<file path="config.mk">
export PLATFORM = sky130hd
export DESIGN_NAME = ysyx_25060166_mc_ctrl
export DESIGN_NICKNAME = d
export VERILOG_FILES = /design/src/rtl/ysyx_25060166_mc_ctrl_pkg.sv /design/src/rtl/ysyx_25060166_bus_timer.sv /design/src/rtl/ysyx_25060166_mc_ctrl.sv
export SDC_FILE = /design/constraint.sdc
export NUM_CORES = 1
export LEC_CHECK = 0
export CAP_MARGIN = 10
export CORE_UTILIZATION = 40
export CTS_CLUSTER_SIZE = 24
export DETAILED_ROUTE_END_ITERATION = 6
export GPL_ROUTABILITY_DRIVEN = 0
export PLACE_DENSITY = 0.76
export SYNTH_ARGS = -nofsm -noshare
export SYNTH_HDL_FRONTEND = slang
export SYNTH_SLANG_ARGS = --single-unit
</file>
<file path="constraint.sdc">
create_clock -name clk -period 2.5 [get_ports clk]
set_clock_uncertainty 0.1 [all_clocks]
set_input_delay 0.375 -clock clk [delete_from_list [all_inputs] [get_ports clk]]
set_output_delay 0.375 -clock clk [all_outputs]
set_load 0.02 [all_outputs]
</file>
<file path="src/rtl/ysyx_25060166_mc_ctrl_pkg.sv">
// Shared definitions for the multi-cycle sequencer: state encoding, reset PC default,
// instruction width and small decode helpers.
package ysyx_25060166_mc_ctrl_pkg;

    localparam int unsigned INST_W       = 32;
    localparam logic [31:0] RESET_PC_DEF = 32'h8000_0000;

    typedef enum logic [2:0] {
        ST_IF_REQ   = 3'd0,
        ST_IF_WAIT  = 3'd1,
        ST_EXEC     = 3'd2,
        ST_MEM_REQ  = 3'd3,
        ST_MEM_WAIT = 3'd4,
        ST_WB       = 3'd5,
        ST_FAULT    = 3'd6
    } mc_state_e;

    // States during which a bus transfer is outstanding and the timer runs
    function automatic logic is_bus_state(input mc_state_e s);
        return (s == ST_IF_REQ) || (s == ST_IF_WAIT) ||
               (s == ST_MEM_REQ) || (s == ST_MEM_WAIT);
    endfunction

    function automatic logic misaligned(input logic [1:0] lo);
        return lo != 2'b00;
    endfunction

endpackage

</file>
<file path="src/rtl/ysyx_25060166_bus_timer.sv">
// Per-access timeout counter: cleared on entry to a request state, counts while a
// transfer is outstanding, flags expiry on the TIMEOUT_CYC-th cycle.
module ysyx_25060166_bus_timer #(
    parameter int unsigned TIMEOUT_CYC = 255
) (
    input  logic clk,
    input  logic rst,
    input  logic clr_i,
    input  logic en_i,
    output logic expired_c_o
);

    localparam int unsigned CNT_W = $clog2(TIMEOUT_CYC + 1);

    logic [CNT_W-1:0] cnt_q, cnt_d;

    always_comb begin
        cnt_d = cnt_q;
        if (clr_i) begin
            cnt_d = '0;
        end else if (en_i && (cnt_q != CNT_W'(TIMEOUT_CYC))) begin
            cnt_d = cnt_q + CNT_W'(1);
        end
    end

    always_ff @(posedge clk or negedge rst) begin
        if (!rst) begin
            cnt_q <= '0;
        end else begin
            cnt_q <= cnt_d;
        end
    end

    // Counter value equals cycles already spent, so the last allowed cycle is TIMEOUT_CYC-1
    assign expired_c_o = en_i && (cnt_q >= CNT_W'(TIMEOUT_CYC - 1));

endmodule

</file>
<file path="src/rtl/ysyx_25060166_mc_ctrl.sv">
// Multi-cycle fetch/execute sequencer with valid/ready IMEM/DMEM channels and bus timeout.
// Optional performance counters are enabled with YSYX_25060166_PERF_CNT_EN.
module ysyx_25060166_mc_ctrl
    import ysyx_25060166_mc_ctrl_pkg::*;
#(
    parameter int unsigned XLEN        = 32,
    parameter logic [31:0] RESET_PC    = RESET_PC_DEF,
    parameter int unsigned TIMEOUT_CYC = 255
) (
    input  logic              clk,
    input  logic              rst,
    output logic              imem_req_valid,
    input  logic              imem_req_ready,
    output logic [XLEN-1:0]   imem_addr,
    input  logic              imem_rsp_valid,
    input  logic [INST_W-1:0] imem_rsp_data,
    input  logic              imem_rsp_err,
    output logic [INST_W-1:0] inst,
    output logic [XLEN-1:0]   pc,
    input  logic              dec_mem_ren,
    input  logic              dec_mem_wen,
    input  logic              dec_reg_wen,
    input  logic              alu_jump,
    input  logic [XLEN-1:0]   alu_addr,
    input  logic [XLEN-1:0]   alu_wdata,
    output logic              dmem_req_valid,
    input  logic              dmem_req_ready,
    output logic              dmem_we,
    output logic [XLEN-1:0]   dmem_addr,
    output logic [XLEN-1:0]   dmem_wdata,
    input  logic              dmem_rsp_valid,
    input  logic [XLEN-1:0]   dmem_rsp_rdata,
    input  logic              dmem_rsp_err,
    output logic [XLEN-1:0]   load_data,
    output logic              reg_wen,
    output logic              retire,
    output logic              fault
`ifdef YSYX_25060166_PERF_CNT_EN
    ,
    output logic [63:0]       perf_cycle,
    output logic [63:0]       perf_instret
`endif
);

    mc_state_e         state_q, state_d;
    logic [XLEN-1:0]   pc_q, pc_d;
    logic [INST_W-1:0] inst_q, inst_d;
    logic              jump_q, jump_d;
    logic [XLEN-1:0]   target_q, target_d;
    logic              bad_jump_q, bad_jump_d;
    logic              rwen_q, rwen_d;
    logic              dmem_we_q, dmem_we_d;
    logic [XLEN-1:0]   dmem_addr_q, dmem_addr_d;
    logic [XLEN-1:0]   dmem_wdata_q, dmem_wdata_d;
    logic [XLEN-1:0]   load_data_q, load_data_d;
    logic              imem_req_valid_q, imem_req_valid_d;
    logic              dmem_req_valid_q, dmem_req_valid_d;
    logic              reg_wen_q, reg_wen_d;
    logic              retire_q, retire_d;
    logic              fault_q, fault_d;

    logic              bad_now;
    logic              rwen_now;
    logic              tmr_clr;
    logic              tmr_en;
    logic              tmr_expired;

    ysyx_25060166_bus_timer #(
        .TIMEOUT_CYC (TIMEOUT_CYC)
    ) u_bus_timer (
        .clk         (clk),
        .rst         (rst),
        .clr_i       (tmr_clr),
        .en_i        (tmr_en),
        .expired_c_o (tmr_expired)
    );

    always_comb begin
        state_d      = state_q;
        pc_d         = pc_q;
        inst_d       = inst_q;
        jump_d       = jump_q;
        target_d     = target_q;
        bad_jump_d   = bad_jump_q;
        rwen_d       = rwen_q;
        dmem_we_d    = dmem_we_q;
        dmem_addr_d  = dmem_addr_q;
        dmem_wdata_d = dmem_wdata_q;
        load_data_d  = load_data_q;

        // WB strobes are registered, so resolve them on the edge that enters WB
        bad_now  = (state_q == ST_EXEC) ? (alu_jump && misaligned(alu_addr[1:0])) : bad_jump_q;
        rwen_now = (state_q == ST_EXEC) ? dec_reg_wen : rwen_q;

        case (state_q)
            ST_IF_REQ: begin
                if (tmr_expired) begin
                    state_d = ST_FAULT;
                end else if (imem_req_ready) begin
                    state_d = ST_IF_WAIT;
                end
            end
            ST_IF_WAIT: begin
                if (imem_rsp_valid) begin
                    if (imem_rsp_err) begin
                        state_d = ST_FAULT;
                    end else begin
                        inst_d  = imem_rsp_data;
                        state_d = ST_EXEC;
                    end
                end else if (tmr_expired) begin
                    state_d = ST_FAULT;
                end
            end
            ST_EXEC: begin
                jump_d       = alu_jump;
                target_d     = alu_addr;
                bad_jump_d   = bad_now;
                rwen_d       = dec_reg_wen;
                dmem_addr_d  = alu_addr;
                dmem_wdata_d = alu_wdata;
                dmem_we_d    = dec_mem_wen;
                state_d      = (dec_mem_ren || dec_mem_wen) ? ST_MEM_REQ : ST_WB;
            end
            ST_MEM_REQ: begin
                if (tmr_expired) begin
                    state_d = ST_FAULT;
                end else if (dmem_req_ready) begin
                    state_d = ST_MEM_WAIT;
                end
            end
            ST_MEM_WAIT: begin
                if (dmem_rsp_valid) begin
                    if (dmem_rsp_err) begin
                        state_d = ST_FAULT;
                    end else begin
                        if (!dmem_we_q) begin
                            load_data_d = dmem_rsp_rdata;
                        end
                        state_d = ST_WB;
                    end
                end else if (tmr_expired) begin
                    state_d = ST_FAULT;
                end
            end
            ST_WB: begin
                if (bad_jump_q) begin
                    state_d = ST_FAULT;
                end else begin
                    pc_d    = jump_q ? target_q : (pc_q + XLEN'(4));
                    state_d = ST_IF_REQ;
                end
            end
            ST_FAULT: begin
                state_d = ST_FAULT;
            end
            default: begin
                state_d = ST_FAULT;
            end
        endcase

        imem_req_valid_d = (state_d == ST_IF_REQ);
        dmem_req_valid_d = (state_d == ST_MEM_REQ);
        retire_d         = (state_d == ST_WB) && !bad_now;
        reg_wen_d        = retire_d && rwen_now;
        fault_d          = (state_d == ST_FAULT);

        tmr_clr = ((state_d == ST_IF_REQ) || (state_d == ST_MEM_REQ)) && (state_d != state_q);
        tmr_en  = is_bus_state(state_q);
    end

    always_ff @(posedge clk or negedge rst) begin
        if (!rst) begin
            state_q          <= ST_IF_REQ;
            pc_q             <= XLEN'(RESET_PC);
            inst_q           <= '0;
            jump_q           <= 1'b0;
            target_q         <= '0;
            bad_jump_q       <= 1'b0;
            rwen_q           <= 1'b0;
            dmem_we_q        <= 1'b0;
            dmem_addr_q      <= '0;
            dmem_wdata_q     <= '0;
            load_data_q      <= '0;
            imem_req_valid_q <= 1'b1;
            dmem_req_valid_q <= 1'b0;
            reg_wen_q        <= 1'b0;
            retire_q         <= 1'b0;
            fault_q          <= 1'b0;
        end else begin
            state_q          <= state_d;
            pc_q             <= pc_d;
            inst_q           <= inst_d;
            jump_q           <= jump_d;
            target_q         <= target_d;
            bad_jump_q       <= bad_jump_d;
            rwen_q           <= rwen_d;
            dmem_we_q        <= dmem_we_d;
            dmem_addr_q      <= dmem_addr_d;
            dmem_wdata_q     <= dmem_wdata_d;
            load_data_q      <= load_data_d;
            imem_req_valid_q <= imem_req_valid_d;
            dmem_req_valid_q <= dmem_req_valid_d;
            reg_wen_q        <= reg_wen_d;
            retire_q         <= retire_d;
            fault_q          <= fault_d;
        end
    end

    assign imem_req_valid = imem_req_valid_q;
    assign imem_addr      = pc_q;
    assign inst           = inst_q;
    assign pc             = pc_q;
    assign dmem_req_valid = dmem_req_valid_q;
    assign dmem_we        = dmem_we_q;
    assign dmem_addr      = dmem_addr_q;
    assign dmem_wdata     = dmem_wdata_q;
    assign load_data      = load_data_q;
    assign reg_wen        = reg_wen_q;
    assign retire         = retire_q;
    assign fault          = fault_q;

`ifdef YSYX_25060166_PERF_CNT_EN
    logic [63:0] perf_cycle_q;
    logic [63:0] perf_instret_q;

    // Free-running until the core faults; instret follows the registered retire pulse
    always_ff @(posedge clk or negedge rst) begin
        if (!rst) begin
            perf_cycle_q   <= '0;
            perf_instret_q <= '0;
        end else begin
            if (state_q != ST_FAULT) begin
                perf_cycle_q <= perf_cycle_q + 64'd1;
            end
            if (retire_q) begin
                perf_instret_q <= perf_instret_q + 64'd1;
            end
        end
    end

    assign perf_cycle   = perf_cycle_q;
    assign perf_instret = perf_instret_q;
`endif

endmodule
</file>
==> run metrics, run 1 <==
r2r worst-path depth 9; area delta synth->final 52.5%; critical path class register to register; Pins Over Slew Limit 0; critical path, cell by cell inv_1 > ha_1 > o211ai_1 > nor2_1 > a311oi_2 > nand3_2 > buf_12 > o21ai_0 > o21ai_0; Initial Util 0.411; setup TNS 0 ns; clock share of power 0.448; fin crit share 0.940; syn_nets 800; Post-DRT Antenna Nets 0; Synth Area per Inst 12.3 um^2; Vias/cell 5.11; Vias 6425; WL/cell 17.4 um; post-route design area 12300 um^2; Post-synth EDFFs 0; first-pass GRT wire length 33200 um; largest net degree at the start of global routing 72; CTS Buf Count 17; Switch Pwr 1380 uW; Mapped Cells 657; LEAKAGE 0.00550 uW; row count 51; Initial DRC Count 293; Placed Instance Area 11700 um^2; synth cell count leaders dfrtp_1, mux2_2, o21ai_0; Max transition margin 0.590; most common cell in the netlist dfrtp_1; Seq/Total Area, Yosys 0.558; Yosys top cell area share 0.551; Port Buffers 337; Hold WC Path Type register to register; Worst Path Max Fanout 45; Die Width 144 um; setup bufs post-CTS 0; worst r2r src u_bus_timer.cnt_q[0]; H-tree depth 4; Worst Tran Pin Value 0.615 ns; FF+latch count, synth 180; Req. time, crit path 2.68 ns; fmax 426 MHz; nets 1123; clk_lat worst skew 0.42 ns; HPWL after DPL 16100 um; final setup margin 0.151 ns; Period minus WS final 2.35 ns; Pint 4480 uW; die area 20800 um^2; Final Hold Fails 0; Critical path destination imem_addr[17]; layout cells sized above 1 0.216; final WL 21900 um; clk buf depth 2; CP startpoint kind register; R2R setup slack 0.15 ns; CTS tree done; combinational share of power 0.054; gr usage total 0.208; synthesized cell area 8080 um^2; Yosys top cell by area dfrtp_1; RSZ-0062 raised after global routing no; CP max-delay cell a311oi_2; Pwr Density 476 nW/um^2; synth warn 0; ranking of synthesized cells by area dfrtp_1, mux2_2, buf_4; DRT Pass-1 Iters 4; Async SR Flop Fraction 1.00; IO Pins 338; Max Cap Viol 0; antenna violations before repair 0; Critical Path End Type register; CP peak stage delay 0.36 ns; Clock Root Buffer clkbuf_16; switching power share of the total 0.235; share of total power in sequential cells 0.499; vias in the first global route 6327; Fill cells 1633; most frequent CP cell o21ai_0; GRT Residual Overflow 0; Die Y-Extent 144 um; hold_ws 0.404 ns; Critical R2R Capture imem_addr[17]; clock sinks 180; antenna cells 0; status completed; maximum vdd drop 0.435 mV; Total Power 5860 uW; crit path launch u_bus_timer.cnt_q[0]; predominant post-synthesis flop cell dfrtp_1; DRC violations left 0; WP data arrival 2.53 ns; Distinct cells, synth 59; CTS clk-pin slew, worst paths 0.07 ns; Core Box Area 19700 um^2; worst slack, placed 0.0384 ns; Final setup viols 0
flip-flops by register name (all words and copies together), names as in the netlist:
register           count
bad_jump_q             1
dmem_addr             32
dmem_req_valid         1
dmem_wdata            32
dmem_we                1
fault                  1
imem_addr             32
imem_req_valid         1
inst                  32
jump_q                 1
load_data             32
reg_wen                1
retire                 1
rwen_q                 1
state_q                3
u_bus_timer.cnt_q      8
layout by cell type (no fill, tap or decap), types with 9 or more instances in the layout:
master | netlist | routed
clkdlybuf4s50_1 | 0 | 336
dfrtp_1 | 178 | 177
mux2_2 | 132 | 132
o21ai_0 | 45 | 45
nor2_1 | 43 | 43
a21oi_1 | 26 | 26
buf_4 | 32 | 23
nand2_1 | 21 | 21
clkbuf_16 | 0 | 17
inv_1 | 11 | 11
nand3_1 | 9 | 9
buf_12 | 0 | 9
worst max-delay path, delay by kind of cell, from the launching register on:
kind | cells | cell delay [ns]
compound gates | 4 | 1.03
flops | 1 | 0.34
simple gates | 2 | 0.30
buf+inv | 2 | 0.25
fa+ha+maj | 1 | 0.18
worst min path at each step:
stage	start	end	depth (start not counted)	slack, ns
finish	rwen_q	rwen_q	1	0.40
floorplan	rst	bad_jump_q	0	-0.02
global placement	rst	dmem_addr[14]	1	0.34
global route	dmem_wdata[10]	dmem_wdata[10]	1	0.42
CTS	inst[19]	inst[19]	1	0.41
detailed placement	rst	dmem_addr[14]	1	0.34
stage by stage:
step           cells  utilization
3_5_place_dp    1225        0.597
2_1_floorplan    657            -
3_3_place_gp    1225        0.597
4_1_cts         1258        0.627
6_report        1258        0.627
5_1_grt         1258        0.627
repair_timing:
item | 4_1_cts | 5_1_grt
hold buffers | 1 | 0
gates resized for setup | 0 | 2
endpoints found under the setup margin | 0 | 2
endpoints found under the hold margin | 66 | 0
cells by family (layout without fill, tap and decap cells):
logic type	Yosys count	after routing	synth area share
simple gates	135	135	0.0918
compound gates	122	122	0.0960
buf+inv	77	413	0.0568
fa+ha+maj	3	3	0.00465
flops	180	180	0.558
mux	133	133	0.185
xor+xnor	7	7	0.00759
power by group through the flow:
stage	Sequential (uW)	Clock [uW]	Combinational, uW
after floorplan	2980	0	14.8
after global placement	2980	0	314
after detailed placement	2980	0	318
after CTS	2920	2690	321
after global routing	2920	2820	343
final	2920	2620	314
area by class of cell:
| class | count | area (um^2) | share of cell area |
|---|---|---|---|
| sequential | 180 | 4510 | 0.366 |
| timing repair buffer | 370 | 3740 | 0.304 |
| multi-input combinational | 400 | 3120 | 0.253 |
| clock buffer | 18 | 439 | 0.0357 |
| tap | 265 | 332 | 0.0269 |
| clock inverter | 14 | 135 | 0.0110 |
| inverter | 11 | 41.3 | 0.00335 |
layer usage:
metal | GRT usage | vias up | routed length [um]
li1 | - | 2989 | -
met1 | 0.251 | 3150 | 8700
met2 | 0.355 | 262 | 11100
met3 | 0.0606 | 24 | 1750
met4 | 0.0705 | 0 | 361
met5 | 0 | - | 0
(Power assumes the default switching activity.)
==> run 2, diff against run 1 <==
--- a/config.mk
+++ b/config.mk
@@ -11,6 +11,8 @@
 export DETAILED_ROUTE_END_ITERATION = 6
 export GPL_ROUTABILITY_DRIVEN = 0
 export PLACE_DENSITY = 0.76
+export SKIP_CTS_REPAIR_TIMING = 1
 export SYNTH_ARGS = -nofsm -noshare
 export SYNTH_HDL_FRONTEND = slang
+export SYNTH_HIERARCHICAL = 1
 export SYNTH_SLANG_ARGS = --single-unit
==> run 2 against run 1 <==
The flow now finishes with violations (setup timing). Setup slack lost 0.52 ns. Synthesized area rose by 0.57%. Highest routed layer unchanged. Critical endpoint is now imem_addr[26]. Combinational power fell by 5%. Critical path depth increased by 3. Cell count grew 3.7%. Final area up 4.2%. Via count increased by 6.5%. Hold slack worse by 0.031 ns. Sequential cell count unchanged. Sequential power barely moved. Sequential share of layout area down 1.5 points.
==> run metrics, run 2 <==
status finished, violations left; failing checks setup timing; WL/cell 18.5 um; fin crit share 1.15; syn_nets 813; CP startpoint kind register; H-tree depth 4; gr usage total 0.227; Max transition margin 0.587; Final Hold Fails 0; Yosys top cell by area dfrtp_1; Distinct cells, synth 65; Seq/Total Area, Yosys 0.555; Initial DRC Count 330; Core Util, Final 0.651; first-pass GRT wire length 36000 um; Final setup viols 40; fmax 349 MHz; synth cell count leaders dfrtp_1, mux2_2, o21ai_0; Synth Area per Inst 12.1 um^2; CTS Buf Count 17; Req. time, crit path 2.72 ns; placed cell count 1264; CTS clk-pin slew, worst paths 0.08 ns; Async SR Flop Fraction 1.00; Core Box Area 19700 um^2; RSZ-0062 raised after global routing yes; Worst Path Max Fanout 6; clk buf depth 2; clk_lat worst skew 0.43 ns; final WL 24200 um; most common cell in the netlist dfrtp_1; worst slack, placed -0.396 ns; Pins Over Slew Limit 0; Clock Root Buffer clkbuf_16; IO Pins 338; Post-synth EDFFs 0; Critical Path End Type register; synth warn 6; die area 20900 um^2; Period minus WS final 2.87 ns; DRT Pass-1 Iters 5; Die Y-Extent 145 um; Vias 6843; GRT Residual Overflow 0; area delta synth->final 57.9%; WP data arrival 3.08 ns; Max Cap Viol 0; Mapped Cells 670; Fill cells 1541; DRC violations left 0; nets 1170; clock sinks 180; row count 51; Storage cell area 4510 um^2; final setup margin -0.366 ns; vias in the first global route 6784; most common cell after layout, fill and taps aside clkdlybuf4s50_1; Initial Util 0.412; antenna cells 0; HPWL after DPL 17500 um; Pwr Density 458 nW/um^2; Yosys top cell area share 0.548; largest net degree at the start of global routing 74; Die Width 145 um; Vias/cell 5.24; maximum vdd drop 0.485 mV; multi-input logic area 3330 um^2; Port Buffers 337; most frequent cells in the layout clkdlybuf4s50_1, dfrtp_1, mux2_2; FF+latch count, synth 180; antenna violations before repair 0; ranking of synthesized cells by area dfrtp_1, mux2_2, buf_4; critical path class register to register; setup TNS -10.62 ns; Hold WC Path Type input pin to async pin; Total Power 5870 uW; CTS tree done; LEAKAGE 0.00566 uW; Worst Tran Pin Value 0.612 ns; Post-DRT Antenna Nets 0; layout cells sized above 1 0.270; predominant post-synthesis flop cell dfrtp_1; synthesized cell area 8130 um^2; fin cells 1305
## run 2: changes by cell type in the layout (fill, tap and decap cells not counted), moves of 5 or more
cell	previous run	this run
buf_4	23	52
o21ai_0	45	24
nor2_1	43	26
nand2_1	21	36
a21oi_2	0	9
buf_6	0	8
o21ai_1	1	8
o21ai_2	0	7
a21oi_1	26	20
nand3_1	9	15
a2bb2oi_1	6	1
## run 2: cell families (layout without fill, tap and decap cells)
group,Yosys count,count (layout),share of synthesized area
AO/OA/AOI/OAI,127,127,0.103
flip-flops,180,180,0.555
buffers and inverters,81,451,0.0557
AND/OR/NAND/NOR,143,143,0.0938
multiplexers,136,136,0.188
adder cells (fa/ha/maj),3,3,0.00462
## run 2: area by class of cell
type | instances | area share
clock buffers | 17 | 0.0332
clock inverters | 15 | 0.0121
inverters | 13 | 0.00380
well taps | 265 | 0.0258
repair buffers | 406 | 0.314
flip-flops and latches | 180 | 0.351
multi-input cells | 409 | 0.260
## run 2: worst paths after layout
check / endpoint / depth (start not counted) / slack (ns) / start
worst min register to register: rwen_q / 1 / 0.40 / rwen_q
min in group clk: rwen_q / 1 / 0.40 / rwen_q
worst max-delay path: imem_addr[26] / 12 / -0.37 / u_bus_timer/cnt_q[0]
worst min-delay path: dmem_addr[23] / 2 / 0.37 / rst
worst max register to register: imem_addr[26] / 12 / -0.37 / u_bus_timer/cnt_q[0]
max in group asynchronous: inst[6] / 3 / 1.18 / rst
## run 2: power breakdown
part / leakage, uW / total, uW / switching [uW] / internal (uW)
Combinational: 0.00293 / 297 / 94.0 / 203
Clock: 0.000289 / 2670 / 1320 / 1350
Sequential: 0.00245 / 2910 / 0 / 2910
## run 2: critical path: stages (launching register included)
cell       delay (ns)
dfrtp_1          0.37
inv_2            0.06
ha_4             0.15
o21ai_2          0.18
nor3_4           0.09
mux2_4           0.28
a22oi_2          0.20
o2111ai_4        0.16
or4b_4           0.53
buf_12           0.16
buf_6            0.12
a21o_1           0.15
a22o_1           0.20
## run 2: per-stage QoR
stage / instance area, um^2 / hold WS (ns)
floorplan: 8170 / -0.0206
global placement: 12000 / 0.278
detailed placement: 12000 / 0.273
CTS: 12600 / -0.187
global route: 12800 / 0.409
finish: 12800 / 0.373
## run 2: layer usage
layer  track usage  wire (um)  vias to the layer above
li1              -          -                     3116
met1         0.274       9420                     3370
met2         0.384      12300                      318
met3        0.0745       1970                       39
met4        0.0704        524                        0
met5             0          0                        -
==> run 3, diff against run 2 <==
--- a/config.mk
+++ b/config.mk
@@ -6,6 +6,7 @@
 export NUM_CORES = 1
 export LEC_CHECK = 0
 export CAP_MARGIN = 10
+export CORE_MARGIN = 4
 export CORE_UTILIZATION = 40
 export CTS_CLUSTER_SIZE = 24
 export DETAILED_ROUTE_END_ITERATION = 6
==> constraint.sdc (replaced) <==
create_clock -name clk -period 2.5 [get_ports clk]
set_clock_uncertainty 0.1 [all_clocks]
set_input_delay 0.5 -clock clk [delete_from_list [all_inputs] [get_ports clk]]
set_output_delay 0.5 -clock clk [all_outputs]
set_load 0.02 [all_outputs]
==> run 3 against run 2 <==
Largest cell class unchanged. Sequential cell count is the same. The flow still finishes with violations (setup timing). Power shrank 1.2%. Highest routed layer unchanged. Count of clock-buffer cells in the layout is the same.
==> run metrics, run 3 (same netlist as run 2, synthesis figures left out) <==
status finished, violations left; failing checks setup timing; fin crit share 1.17; antenna violations before repair 0; M2 GR Usage 0.365; CP startpoint kind register; Max transition margin 0.585; die area 22700 um^2; most common cell after layout, fill and taps aside clkdlybuf4s50_1; Period minus WS final 2.92 ns; fmax 342 MHz; Pins Over Slew Limit 0; worst r2r src u_bus_timer/cnt_q[0]; final WL 25800 um; H-tree depth 4; Switch Pwr 1370 uW; Worst Path Max Fanout 6; clk_lat worst skew 0.42 ns; Storage cell area 4510 um^2; CTS tree done; clk buf depth 2; Placed Instance Area 12000 um^2; post-route design area 13100 um^2; clock share of power 0.446; Final setup viols 41; Vias/cell 5.22; Pint 4440 uW; most frequent cells in the layout clkdlybuf4s50_1, dfrtp_1, mux2_2; DRC violations left 0; Critical Path End Type register; Clock Root Buffer clkbuf_16; combinational share of power 0.053; DRT Pass-1 Iters 7; Vias 6877; CTS clk-pin slew, worst paths 0.07 ns; clock sinks 180; Worst Tran Pin Value 0.619 ns; gr usage total 0.214; Total Power 5800 uW; GRT Residual Overflow 0; Fill cells 1475; WP data arrival 3.19 ns; r2r worst-path depth 11; RSZ-0062 raised after global routing yes; IO Pins 338; antenna cells 0; setup TNS -12.47 ns; maximum vdd drop 0.490 mV; crit path launch u_bus_timer/cnt_q[0]; Initial Util 0.412; Worst Hold Depth 1; Initial DRC Count 389; Core Box Area 19700 um^2; Final Hold Fails 0; Max Cap Viol 0; GR peak layer met2; Die Y-Extent 151 um; LEAKAGE 0.00574 uW; Hold WC Path Type register to register; multi-input logic area 3440 um^2; Pwr Density 444 nW/um^2; layout cells sized above 1 0.295; row count 51; Die Width 151 um; vias in the first global route 6895; area delta synth->final 60.7%; R2R setup slack -0.42 ns; nets 1183; met1 Resource Use GR 0.261; final setup margin -0.421 ns; WL/cell 19.6 um; first-pass GRT wire length 37700 um; HP Start rwen_q; Req. time, crit path 2.77 ns; HPWL after DPL 18700 um; share of total power in sequential cells 0.501; CTS Buf Count 17; Port Buffers 337; Hold Path Sink rwen_q; largest net degree at the start of global routing 57; Critical R2R Capture imem_addr[31]; met3 Usage GRT 0.0659; switching power share of the total 0.236; Post-DRT Antenna Nets 0; critical path class register to register
==> run 3: cell count changes in the layout (fill, tap and decap cells not counted), moves of 3 or more <==
cell	previous run	this run
a21oi_1	20	16
a21oi_2	9	12
buf_4	52	58
buf_6	8	12
clkinvlp_4	0	4
inv_6	6	3
o21ai_0	24	15
o21ai_1	8	11
o21ai_2	7	12
==> run 3: through the flow <==
stage | util | hold WS, ns | instances | worst slack, ns
after floorplan | - | 0.104 | 670 | -0.541
after global placement | 0.609 | 0.378 | 1266 | -0.465
after detailed placement | 0.609 | 0.391 | 1266 | -0.516
after CTS | 0.638 | -0.0423 | 1298 | -0.410
after global routing | 0.662 | 0.418 | 1318 | -0.506
final | 0.662 | 0.402 | 1318 | -0.421
==> run 3: worst max path at each step <==
stage / end / cells past startpoint
2_1_floorplan: imem_addr[31] / 15
3_3_place_gp: imem_addr[31] / 8
3_5_place_dp: imem_addr[8] / 9
4_1_cts: imem_addr[8] / 13
5_1_grt: imem_addr[31] / 10
6_report: imem_addr[31] / 11
==> run 3: area by class of cell <==
| cell class | instances | area share |
|---|---|---|
| multi-input cells | 410 | 0.263 |
| repair buffers | 418 | 0.319 |
| flip-flops and latches | 180 | 0.345 |
| well taps | 265 | 0.0254 |
| clock buffers | 17 | 0.0326 |
| inverters | 13 | 0.00393 |
| clock inverters | 15 | 0.0107 |
==> run 3: power groups by stage <==
stage,Combinational [uW],Clock (uW),Sequential (uW)
2_1_floorplan,9.32,0,2970
3_3_place_gp,302,0,2970
3_5_place_dp,307,0,2970
4_1_cts,309,2660,2910
5_1_grt,331,2800,2910
6_report,305,2590,2910
==> run 3: critical path, stage by stage (launching register included) <==
cell       delay (ns)
dfrtp_1          0.36
inv_1            0.06
ha_2             0.19
o21ai_4          0.23
nor3_4           0.09
mux2_4           0.28
a22oi_2          0.20
o2111ai_4        0.16
or4b_4           0.56
buf_8            0.16
or4_4            0.41
nand3_2          0.07
==> run 3: per-layer routing <==
metal  vias to the layer above  wire (um)
met5                         -          0
met4                         0        488
met3                        32       2160
met2                       312      13400
met1                      3385       9800
li1                       3148          -
